`src/rtl/muldiv_pkg.sv`:
```
// -----------------------------------------------------------------------------
// muldiv_pkg
// Shared definitions for the RV32M multiply/divide sequencer:
//   - funct3 operation encodings (OP_MUL .. OP_REMU)
//   - sequencer state enum
//   - divide iteration count and special-case result constants
//   - helpers that classify and resolve the divide fast-path cases
// -----------------------------------------------------------------------------
package muldiv_pkg;

  // funct3 encodings of the M extension
  localparam logic [2:0] OP_MUL    = 3'b000;
  localparam logic [2:0] OP_MULH   = 3'b001;
  localparam logic [2:0] OP_MULHSU = 3'b010;
  localparam logic [2:0] OP_MULHU  = 3'b011;
  localparam logic [2:0] OP_DIV    = 3'b100;
  localparam logic [2:0] OP_DIVU   = 3'b101;
  localparam logic [2:0] OP_REM    = 3'b110;
  localparam logic [2:0] OP_REMU   = 3'b111;

  typedef enum logic [2:0] {
    ST_IDLE    = 3'd0,
    ST_MUL     = 3'd1,
    ST_DIV_RUN = 3'd2,
    ST_DIV_FIX = 3'd3,
    ST_DONE    = 3'd4
  } state_e;

  localparam int         DIV_ITERS     = 32;
  localparam logic [4:0] DIV_LAST_ITER = 5'(DIV_ITERS - 1);

  // Divide-by-zero: all-ones quotient, remainder is the dividend
  localparam logic [31:0] DIV0_QUOTIENT = 32'hFFFF_FFFF;
  localparam logic [31:0] DIV0_DIVISOR  = 32'h0000_0000;

  // Signed overflow: most-negative / -1
  localparam logic [31:0] OVF_DIVIDEND  = 32'h8000_0000;
  localparam logic [31:0] OVF_DIVISOR   = 32'hFFFF_FFFF;
  localparam logic [31:0] OVF_QUOTIENT  = 32'h8000_0000;
  localparam logic [31:0] OVF_REMAINDER = 32'h0000_0000;

  // True when the divide op resolves without iterating
  function automatic logic is_div_special(input logic [2:0]  op,
                                          input logic [31:0] a,
                                          input logic [31:0] b);
    logic signed_op;
    signed_op = (op == OP_DIV) || (op == OP_REM);
    return (b == DIV0_DIVISOR) ||
           (signed_op && (a == OVF_DIVIDEND) && (b == OVF_DIVISOR));
  endfunction

  // Fast-path result; only meaningful when is_div_special() holds
  function automatic logic [31:0] div_special_result(input logic [2:0]  op,
                                                     input logic [31:0] a,
                                                     input logic [31:0] b);
    logic rem_op;
    logic [31:0] res;
    rem_op = (op == OP_REM) || (op == OP_REMU);
    if (b == DIV0_DIVISOR) begin
      res = rem_op ? a : DIV0_QUOTIENT;
    end else begin
      res = rem_op ? OVF_REMAINDER : OVF_QUOTIENT;
    end
    return res;
  endfunction

endpackage

```
`src/rtl/muldiv_sequencer_div_step.sv`:
```
// -----------------------------------------------------------------------------
// div_step
// One combinational iteration of an unsigned restoring divide.
// The {remainder, quotient} pair is shifted left by one; the divisor is
// subtracted from the widened partial remainder and the result kept only if
// it is non-negative, in which case a 1 enters the quotient LSB.
// Ports:
//   rem       in  WIDTH  current partial remainder
//   quo       in  WIDTH  current quotient / remaining dividend bits
//   divisor   in  WIDTH  divisor magnitude
//   rem_next  out WIDTH  partial remainder after this step
//   quo_next  out WIDTH  quotient after this step
// -----------------------------------------------------------------------------
module div_step #(
  parameter int WIDTH = 32
) (
  input  logic [WIDTH-1:0] rem,
  input  logic [WIDTH-1:0] quo,
  input  logic [WIDTH-1:0] divisor,
  output logic [WIDTH-1:0] rem_next,
  output logic [WIDTH-1:0] quo_next
);

  logic [WIDTH:0] trial_s;
  logic [WIDTH:0] diff_s;

  // Trial subtraction; the extra top bit keeps the shifted remainder exact
  always_comb begin
    trial_s = {rem, quo[WIDTH-1]};
    diff_s  = trial_s - {1'b0, divisor};
    if (diff_s[WIDTH]) begin
      rem_next = trial_s[WIDTH-1:0];
      quo_next = {quo[WIDTH-2:0], 1'b0};
    end else begin
      rem_next = diff_s[WIDTH-1:0];
      quo_next = {quo[WIDTH-2:0], 1'b1};
    end
  end

endmodule

```
`src/rtl/muldiv_sequencer.sv`:
```
// -----------------------------------------------------------------------------
// muldiv_sequencer
// EX-stage controller for RV32M. Accepts one M-extension op from ID/EX,
// runs a single-cycle registered multiply or a 32-iteration restoring divide
// on operand magnitudes with a final sign fix, and presents the result for
// one DONE cycle while the pipeline stall drops.
// Ports:
//   clk        in   1     rising-edge clock
//   reset      in   1     asynchronous active-high reset
//   start      in   1     EX holds a valid M-extension instruction
//   op         in   3     funct3 operation select
//   operand_a  in   XLEN  rs1 value
//   operand_b  in   XLEN  rs2 value
//   flush      in   1     abort the in-flight operation
//   stall      out  1     freeze PC, IF/ID, ID/EX (combinational)
//   busy       out  1     sequencer not idle (registered)
//   done       out  1     result valid this cycle (registered)
//   result     out  XLEN  result, held until the next done
// -----------------------------------------------------------------------------
module muldiv_sequencer
  import muldiv_pkg::*;
#(
  parameter int XLEN = 32
) (
  input  logic            clk,
  input  logic            reset,
  input  logic            start,
  input  logic [2:0]      op,
  input  logic [XLEN-1:0] operand_a,
  input  logic [XLEN-1:0] operand_b,
  input  logic            flush,
  output logic            stall,
  output logic            busy,
  output logic            done,
  output logic [XLEN-1:0] result
);

  state_e            state_r;
  state_e            state_s;
  logic [2:0]        op_r;
  logic [XLEN-1:0]   a_r;
  logic [XLEN-1:0]   b_r;
  logic [XLEN-1:0]   divisor_r;
  logic [XLEN-1:0]   rem_r;
  logic [XLEN-1:0]   quo_r;
  logic [4:0]        cnt_r;
  logic [XLEN-1:0]   result_r;
  logic              busy_r;
  logic              done_r;

  logic              accept_s;
  logic              special_s;
  logic              in_signed_div_s;
  logic [XLEN-1:0]   a_mag_s;
  logic [XLEN-1:0]   b_mag_s;
  logic [2*XLEN-1:0] a_ext_s;
  logic [2*XLEN-1:0] b_ext_s;
  logic [2*XLEN-1:0] prod_s;
  logic [XLEN-1:0]   mul_result_s;
  logic [XLEN-1:0]   rem_step_s;
  logic [XLEN-1:0]   quo_step_s;
  logic              r_signed_div_s;
  logic              r_rem_op_s;
  logic [XLEN-1:0]   div_result_s;

  assign accept_s        = (state_r == ST_IDLE) && start && !flush;
  assign special_s       = is_div_special(op, operand_a, operand_b);
  assign in_signed_div_s = (op == OP_DIV) || (op == OP_REM);

  // Stall covers the acceptance cycle and every in-flight cycle, never DONE
  assign stall = !reset &&
                 (accept_s || ((state_r != ST_IDLE) && (state_r != ST_DONE)));
  assign busy   = busy_r;
  assign done   = done_r;
  assign result = result_r;

  // Operand magnitudes for the divider, taken straight from the inputs
  always_comb begin
    if (in_signed_div_s && operand_a[XLEN-1]) begin
      a_mag_s = -operand_a;
    end else begin
      a_mag_s = operand_a;
    end
    if (in_signed_div_s && operand_b[XLEN-1]) begin
      b_mag_s = -operand_b;
    end else begin
      b_mag_s = operand_b;
    end
  end

  // Extend latched operands to 64 bits; the low 64 bits of the product are
  // exact for every signedness combination
  always_comb begin
    case (op_r)
      OP_MULH: begin
        a_ext_s = {{XLEN{a_r[XLEN-1]}}, a_r};
        b_ext_s = {{XLEN{b_r[XLEN-1]}}, b_r};
      end
      OP_MULHSU: begin
        a_ext_s = {{XLEN{a_r[XLEN-1]}}, a_r};
        b_ext_s = {{XLEN{1'b0}}, b_r};
      end
      default: begin
        a_ext_s = {{XLEN{1'b0}}, a_r};
        b_ext_s = {{XLEN{1'b0}}, b_r};
      end
    endcase
  end

  assign prod_s = a_ext_s * b_ext_s;

  // Pick the product half requested by the op
  always_comb begin
    case (op_r)
      OP_MULH, OP_MULHSU, OP_MULHU: mul_result_s = prod_s[2*XLEN-1:XLEN];
      default:                      mul_result_s = prod_s[XLEN-1:0];
    endcase
  end

  div_step #(
    .WIDTH(XLEN)
  ) u_div_step (
    .rem      (rem_r),
    .quo      (quo_r),
    .divisor  (divisor_r),
    .rem_next (rem_step_s),
    .quo_next (quo_step_s)
  );

  assign r_signed_div_s = (op_r == OP_DIV) || (op_r == OP_REM);
  assign r_rem_op_s     = (op_r == OP_REM) || (op_r == OP_REMU);

  // Sign fix: quotient negative iff signs differ, remainder follows dividend
  always_comb begin
    if (r_rem_op_s) begin
      if (r_signed_div_s && a_r[XLEN-1]) begin
        div_result_s = -rem_r;
      end else begin
        div_result_s = rem_r;
      end
    end else begin
      if (r_signed_div_s && (a_r[XLEN-1] ^ b_r[XLEN-1])) begin
        div_result_s = -quo_r;
      end else begin
        div_result_s = quo_r;
      end
    end
  end

  // Next-state logic
  always_comb begin
    state_s = state_r;
    case (state_r)
      ST_IDLE: begin
        if (accept_s) begin
          if (!op[2]) begin
            state_s = ST_MUL;
          end else if (special_s) begin
            state_s = ST_DONE;
          end else begin
            state_s = ST_DIV_RUN;
          end
        end else begin
          state_s = ST_IDLE;
        end
      end
      ST_MUL: begin
        if (flush) begin
          state_s = ST_IDLE;
        end else begin
          state_s = ST_DONE;
        end
      end
      ST_DIV_RUN: begin
        if (flush) begin
          state_s = ST_IDLE;
        end else if (cnt_r == DIV_LAST_ITER) begin
          state_s = ST_DIV_FIX;
        end else begin
          state_s = ST_DIV_RUN;
        end
      end
      ST_DIV_FIX: begin
        if (flush) begin
          state_s = ST_IDLE;
        end else begin
          state_s = ST_DONE;
        end
      end
      ST_DONE: state_s = ST_IDLE;
      default: state_s = ST_IDLE;
    endcase
  end

  // State register plus registered busy/done derived from the next state
  always_ff @(posedge clk or posedge reset) begin
    if (reset) begin
      state_r <= ST_IDLE;
      busy_r  <= 1'b0;
      done_r  <= 1'b0;
    end else begin
      state_r <= state_s;
      busy_r  <= (state_s != ST_IDLE);
      done_r  <= (state_s == ST_DONE);
    end
  end

  // Operand latch, divide iteration registers and result register
  always_ff @(posedge clk or posedge reset) begin
    if (reset) begin
      op_r      <= 3'b000;
      a_r       <= '0;
      b_r       <= '0;
      divisor_r <= '0;
      rem_r     <= '0;
      quo_r     <= '0;
      cnt_r     <= 5'd0;
      result_r  <= '0;
    end else begin
      case (state_r)
        ST_IDLE: begin
          if (accept_s) begin
            op_r      <= op;
            a_r       <= operand_a;
            b_r       <= operand_b;
            divisor_r <= b_mag_s;
            rem_r     <= '0;
            quo_r     <= a_mag_s;
            cnt_r     <= 5'd0;
            if (op[2] && special_s) begin
              result_r <= div_special_result(op, operand_a, operand_b);
            end
          end
        end
        ST_MUL: begin
          if (!flush) begin
            result_r <= mul_result_s;
          end
        end
        ST_DIV_RUN: begin
          rem_r <= rem_step_s;
          quo_r <= quo_step_s;
          cnt_r <= cnt_r + 5'd1;
        end
        ST_DIV_FIX: begin
          if (!flush) begin
            result_r <= div_result_s;
          end
        end
        default: begin
          cnt_r <= cnt_r;
        end
      endcase
    end
  end

endmodule

```
`config.mk`:
```
export PLATFORM = sky130hd
export DESIGN_NAME = muldiv_sequencer
export DESIGN_NICKNAME = d
export VERILOG_FILES = /design/src/rtl/muldiv_pkg.sv /design/src/rtl/muldiv_sequencer_div_step.sv /design/src/rtl/muldiv_sequencer.sv
export SDC_FILE = /design/constraint.sdc
export NUM_CORES = 2
export LEC_CHECK = 0
export BUFFER_PORTS_ARGS = -buffer_cell sky130_fd_sc_hd__buf_2
export CAP_MARGIN = 20
export CORE_MARGIN = 10
export CORE_UTILIZATION = 65
export CTS_BUF_LIST = sky130_fd_sc_hd__clkbuf_8
export CTS_CLUSTER_DIAMETER = 40
export DETAILED_ROUTE_END_ITERATION = 8
export PLACE_DENSITY = 0.93
export SLEW_MARGIN = 20
export SYNTH_ARGS = -nofsm -noshare
export SYNTH_HDL_FRONTEND = slang
export SYNTH_SLANG_ARGS = --single-unit
```
`constraint.sdc`:
```
create_clock -name clk -period 24.7 [get_ports clk]
set_input_delay 4.94 -clock clk [delete_from_list [all_inputs] [get_ports clk]]
set_output_delay 4.94 -clock clk [all_outputs]
set_load 0.02 [all_outputs]
```
# Word level (Yosys, flattened, before mapping)
# Index checks and enable logic that the tools add are counted.
classes:
  mux: 31
  addsub: 6
  bitwise: 1
  reduce_logical: 31
  eq_ne: 21
  mul: 1
op_table:
  columns: ["operator", "count"]
  rows:
  - ["$mux W32", 16]
  - ["$mux W64", 2]
  - ["$neg A32 Y32", 4]
  - ["$pmux W32 S2", 2]
  - ["$pmux W32 S3", 1]
  - ["$eq A32 B32 Y1 const B", 2]
  - ["$mul A64 B64 Y64", 1]
  - ["$sub A33 B32 Y33", 1]
  - ["$logic_not A32 Y1", 1]
  - ["$eq A3 B3 Y1 const B", 7]
  - ["$eq A3 B2 Y1 const B", 4]
  - ["$mux W3", 4]
  - ["$logic_and A1 B1 Y1", 11]
  - ["$pmux W5 S2", 1]
  - ["$pmux W3 S3", 1]
  - ["$reduce_bool A3 Y1", 3]
  - ["$eq A3 B1 Y1 const B", 2]
  - ["$logic_or A1 B1 Y1", 6]
  - ["$ne A2 B2 Y1 const B", 3]
  - ["$add A5 B1 Y5 const B", 1]
  - ["$eq A5 B5 Y1 const B", 1]
  - ["$mux W5", 1]
  - ["$reduce_and A5 Y1", 1]
  - ["$reduce_and A2 Y1", 2]
  - ["10 further kinds", 13]
totals:
  input_bits: 71
  output_inout_bits: 35
  regBits: 205
  wordCells: 102

# Logic depth before layout (Yosys ltp)
depth:
  word_depth: 10
  ltp_mapped: 38
  ltp_nobuf: 34

# Cells and area by module
# From an unflattened synthesis, not the netlist that was laid out.
unflattened:
  hier_cells: 6903
  hier_area_um2: 61768.0
modules_own_cells:
  columns: ["mod", "n_inst", "cells_per_inst", "seq_area_each_um2", "area_per_inst_um2"]
  rows:
  - ["muldiv_sequencer", 1, 6567, 5104.9, 59176.8]
  - ["div_step", 1, 336, 0.0, 2591.2]

# Worst setup path before layout
# OpenSTA, ideal clock, no wires.
synth_path:
  kind: "input-to-output"
  from: "in flush"
  to: "out stall"
  slack_ns: 13.701
  path_buffers: 2
  path_stages: 5
  required_ns: 19.760
  arrival_ns: 6.059
  cell_sequence: "nor2_1 > nand3_1 > clkbuf_1 > clkbuf_1 > a21oi_1"
synth_between:
  elab_chain_cells: 4
synth_rtl:
  columns: ["item", "line_no", "source"]
  rows:
  - ["start, declared", "muldiv_sequencer.sv:31", "input logic flush,"]
  - ["$logic_not A1 Y1", null, null]
  - ["$logic_and A1 B1 Y1", "muldiv_sequencer.sv:66", "assign accept_s = (state_r == ST_IDLE) && start && !flush;"]
  - ["$logic_or A1 B1 Y1", "muldiv_sequencer.sv:72", "(accept_s || ((state_r != ST_IDLE) && (state_r != ST_DONE)));"]
  - ["$logic_and A1 B1 Y1", "muldiv_sequencer.sv:71", "assign stall = !reset &&"]
  - ["end, declared", "muldiv_sequencer.sv:32", "output logic stall,"]
# No other way between the ends.

# Worst setup path after layout
# Same ends and word-level chain as after synthesis.

==> flow_summary_export.csv <==
group,metric,value,unit
min_path,hold_class,"flop to flop",
critical_path,worst_path_max_delay_cell,"nand3_4",
place,dpl.hpwl,152.5,mm
timing,relSlewSlack,0.2299,
grt,grt_pass1_vias,53820,
place,dp_slack,13.26,ns
clock_network,cts_made_buffers,37,
critical_path,cp.required,19.76,ns
synth,synth_edf_count,0,
critical_path,end_kind,"output port",
timing,fin_crit_sh,0.4639,
timing,drv_slew,0,
critical_path,rrSetupSlack,13.91,ns
routing,wl,196.5,mm
synth,syn_area,61140,µm²
critical_path,rr_worst_depth,29,
floorplanning,start_util,0.6551,
min_path,min_to,"a_r[21]$_DFFE_PP0P_",
clock_network,post_cts_buffers,0,
min_path,holdPathStages,2,
place,gp_congestion,1.043,
synth,synth.most_common_cell,"inv_1",
routing,drtPass1Iterations,7,
clock_network,cts_resized,0,
grt,antenna_found_initial,14,
timing,finalWorstSetupSlack,13.24,ns
synth,synthesis.nets,8636,
timing,finalSetupTns,0,ns
clock_network,clock_latency,0.57,ns
floorplanning,core,93330,µm²
timing,setup_viol,0,
critical_path,critPathArrivalTime,6.52,ns
cells_and_area,area_growth_syn_to_layout,3.624,%
critical_path,cp-start-kind,"input pin",
synth,synth_top_area_share,0.4649,
critical_path,worstSetupPathType,"input pin to output port",
critical_path,r2r_end,"result[29]$_DFFE_PP0P_",
cells_and_area,drive_above_1_share,0.04495,
grt,gr-usage-all-layers,0.3749,
synth,async_flop_share,1.000,
floorplanning,io_pins,106,
floorplanning,die_x,326.7,µm
synth,yosys_warnings,0,
grt,grt_max_degree,149,
routing,drtIter0Drc,5574,
timing,finalClockSkew,0.01885,ns
timing,rsz0062_at_grt,"no",
floorplanning,num_rows,112,
cells_and_area,finish.utilization,0.6789,
clock_network,clk_pin_slew,0.07,ns
synth,yosysTopAreaCell,"fa_1",
critical_path,critPathMostFrequentCell,"buf_2",
routing,vias_per_cell,6.167,
status,status,"finished, final reports clean",
clock_network,clock_sinks,204,
synth,syn_avg_cell_area,8.996,µm²
synth,yosys-top-cells-count,"inv_1, fa_1, nand2_1",
synth,synth.top_cells.by_area,"fa_1, inv_1, dfrtp_1, ha_1, nand2_1",
critical_path,cpPeakStageDelay,0.68,ns
synth,ys_ff_latch,204,
floorplanning,die-area,106700,µm²
timing,timing.final.crit_period,11.46,ns
routing,wl_per_cell,24.68,µm
timing,final_hold_viol_count,0,
synth,yosysSeqAreaShare,0.08349,
critical_path,crit_fanout,70,
routing,drcViolationCount,0,
critical_path,r2r_start,"op_r[1]$_DFFE_PP0P_",
clock_network,h-tree-depth,2,
timing,tightest_slew,1.155,ns
cells_and_area,final_nets,8507,
place,port_buffers,105,
job,max_cap_viol_count,0,
grt,grt_pass1_wl,305.3,mm
floorplanning,die_y,326.7,µm
routing,postRouteAntennaNets,0,
routing,vias,49120,
grt,grt_overflow_total,0,
min_path,min_from,"a_r[21]$_DFFE_PP0P_",
clock_network,cts_tree,"yes",
timing,fmax,0.08726,GHz
clock_network,postCtsHoldBufs,0,
clock_network,cts_root_buf,"clkbuf_8",
clock_network,clockBufferDepth,3,
cells_and_area,fill_cells,6939,
synth,synthDistinctLibCells,94,
critical_path,path_cells,"buf_2, nor2_1, nand3_4, a21oi_1, buf_2",
synth,synth_flop_cell,"dfrtp_1",
synth,syn-instance-count,6797,
sequential cells by signal, indices dropped and copies added, names as in the netlist:
signal,cells
op_r,3
state_r,3
done,1
divisor_r,31
b_r,32
result,32
a_r,32
busy,1
quo_r,32
cnt_r,5
rem_r,32
how the worst max path moves through the flow:
stage	endpoint	start	cells past startpoint	slack (ns)
after global routing	stall	flush	5	13.15
after detailed placement	stall	flush	5	13.26
after floorplan	stall	flush	5	13.70
after global placement	stall	flush	5	13.21
after CTS	stall	flush	5	13.24
final	stall	flush	5	13.24
critical path: cells and delay by family:
family	cells	cell delay, ns
buffers and inverters	2	0.32
AND/OR/NAND/NOR	2	0.89
AO/OA/AOI/OAI	1	0.35
metrics by stage:
stage               hold WS (ns)  instance area [µm²]  instances
floorplan                 0.4494                61140       6797
global placement          0.4607                62530       7883
detailed placement        0.4649                62530       7883
CTS                       0.4809                63300       7950
global route              0.5026                63330       7954
finish                    0.4808                63360       7964
metal layers:
layer / global-route usage / routed length [µm] / vias up / share of wire
li1: - / - / 20000 / -
met1: 0.4740 / 68740 / 24420 / 0.35
met2: 0.5528 / 84700 / 3669 / 0.43
met3: 0.1336 / 28360 / 1017 / 0.14
met4: 0.2235 / 14460 / 12 / 0.074
met5: 0 / 276 / - / 0.0014
cells by family after synthesis:
| group | Yosys count | synth area share |
|---|---|---|
| XOR/XNOR | 259 | 0.03722 |
| buffers and inverters | 1912 | 0.1183 |
| AND/OR/NAND/NOR | 1887 | 0.1451 |
| multiplexers | 39 | 0.006405 |
| adder cells (fa/ha/maj) | 1771 | 0.5366 |
| AO/OA/AOI/OAI | 725 | 0.07277 |
| flip-flops | 204 | 0.08349 |
cell usage in the layout (no fill, tap or decap), types with 18 or more instances in the layout:
cell	count
buf_2	105
a21oi_1	196
a21o_1	50
nor4_1	18
clkbuf_8	47
o21bai_1	19
dfrtp_1	195
fa_1	1420
o211ai_1	41
nand2b_1	25
o31ai_1	18
nand2_1	1022
a22oi_1	34
nand3_1	58
mux2i_1	38
inv_1	1566
xnor2_1	157
nand4_1	34
nor3_1	45
buf_4	78
o21ai_0	239
ha_1	348
a31oi_1	18
nor2_1	147
xor2_1	100
and2_1	444
cell type report:
class,instances,area (µm²),share of cell area
clock buffers,47,646.9,0.01021
repair buffers,184,1122,0.01771
multi-input cells,4681,48870,0.7713
inverters,1560,5868,0.09262
diodes,14,35.03,0.0005529
clock inverters,20,131.4,0.002074
flip-flops and latches,204,5116,0.08075
well taps,1254,1569,0.02476
Power is left out: the tool's default activity adds up to more than one toggle a clock period on the data nets, which glitch-free logic cannot reach.
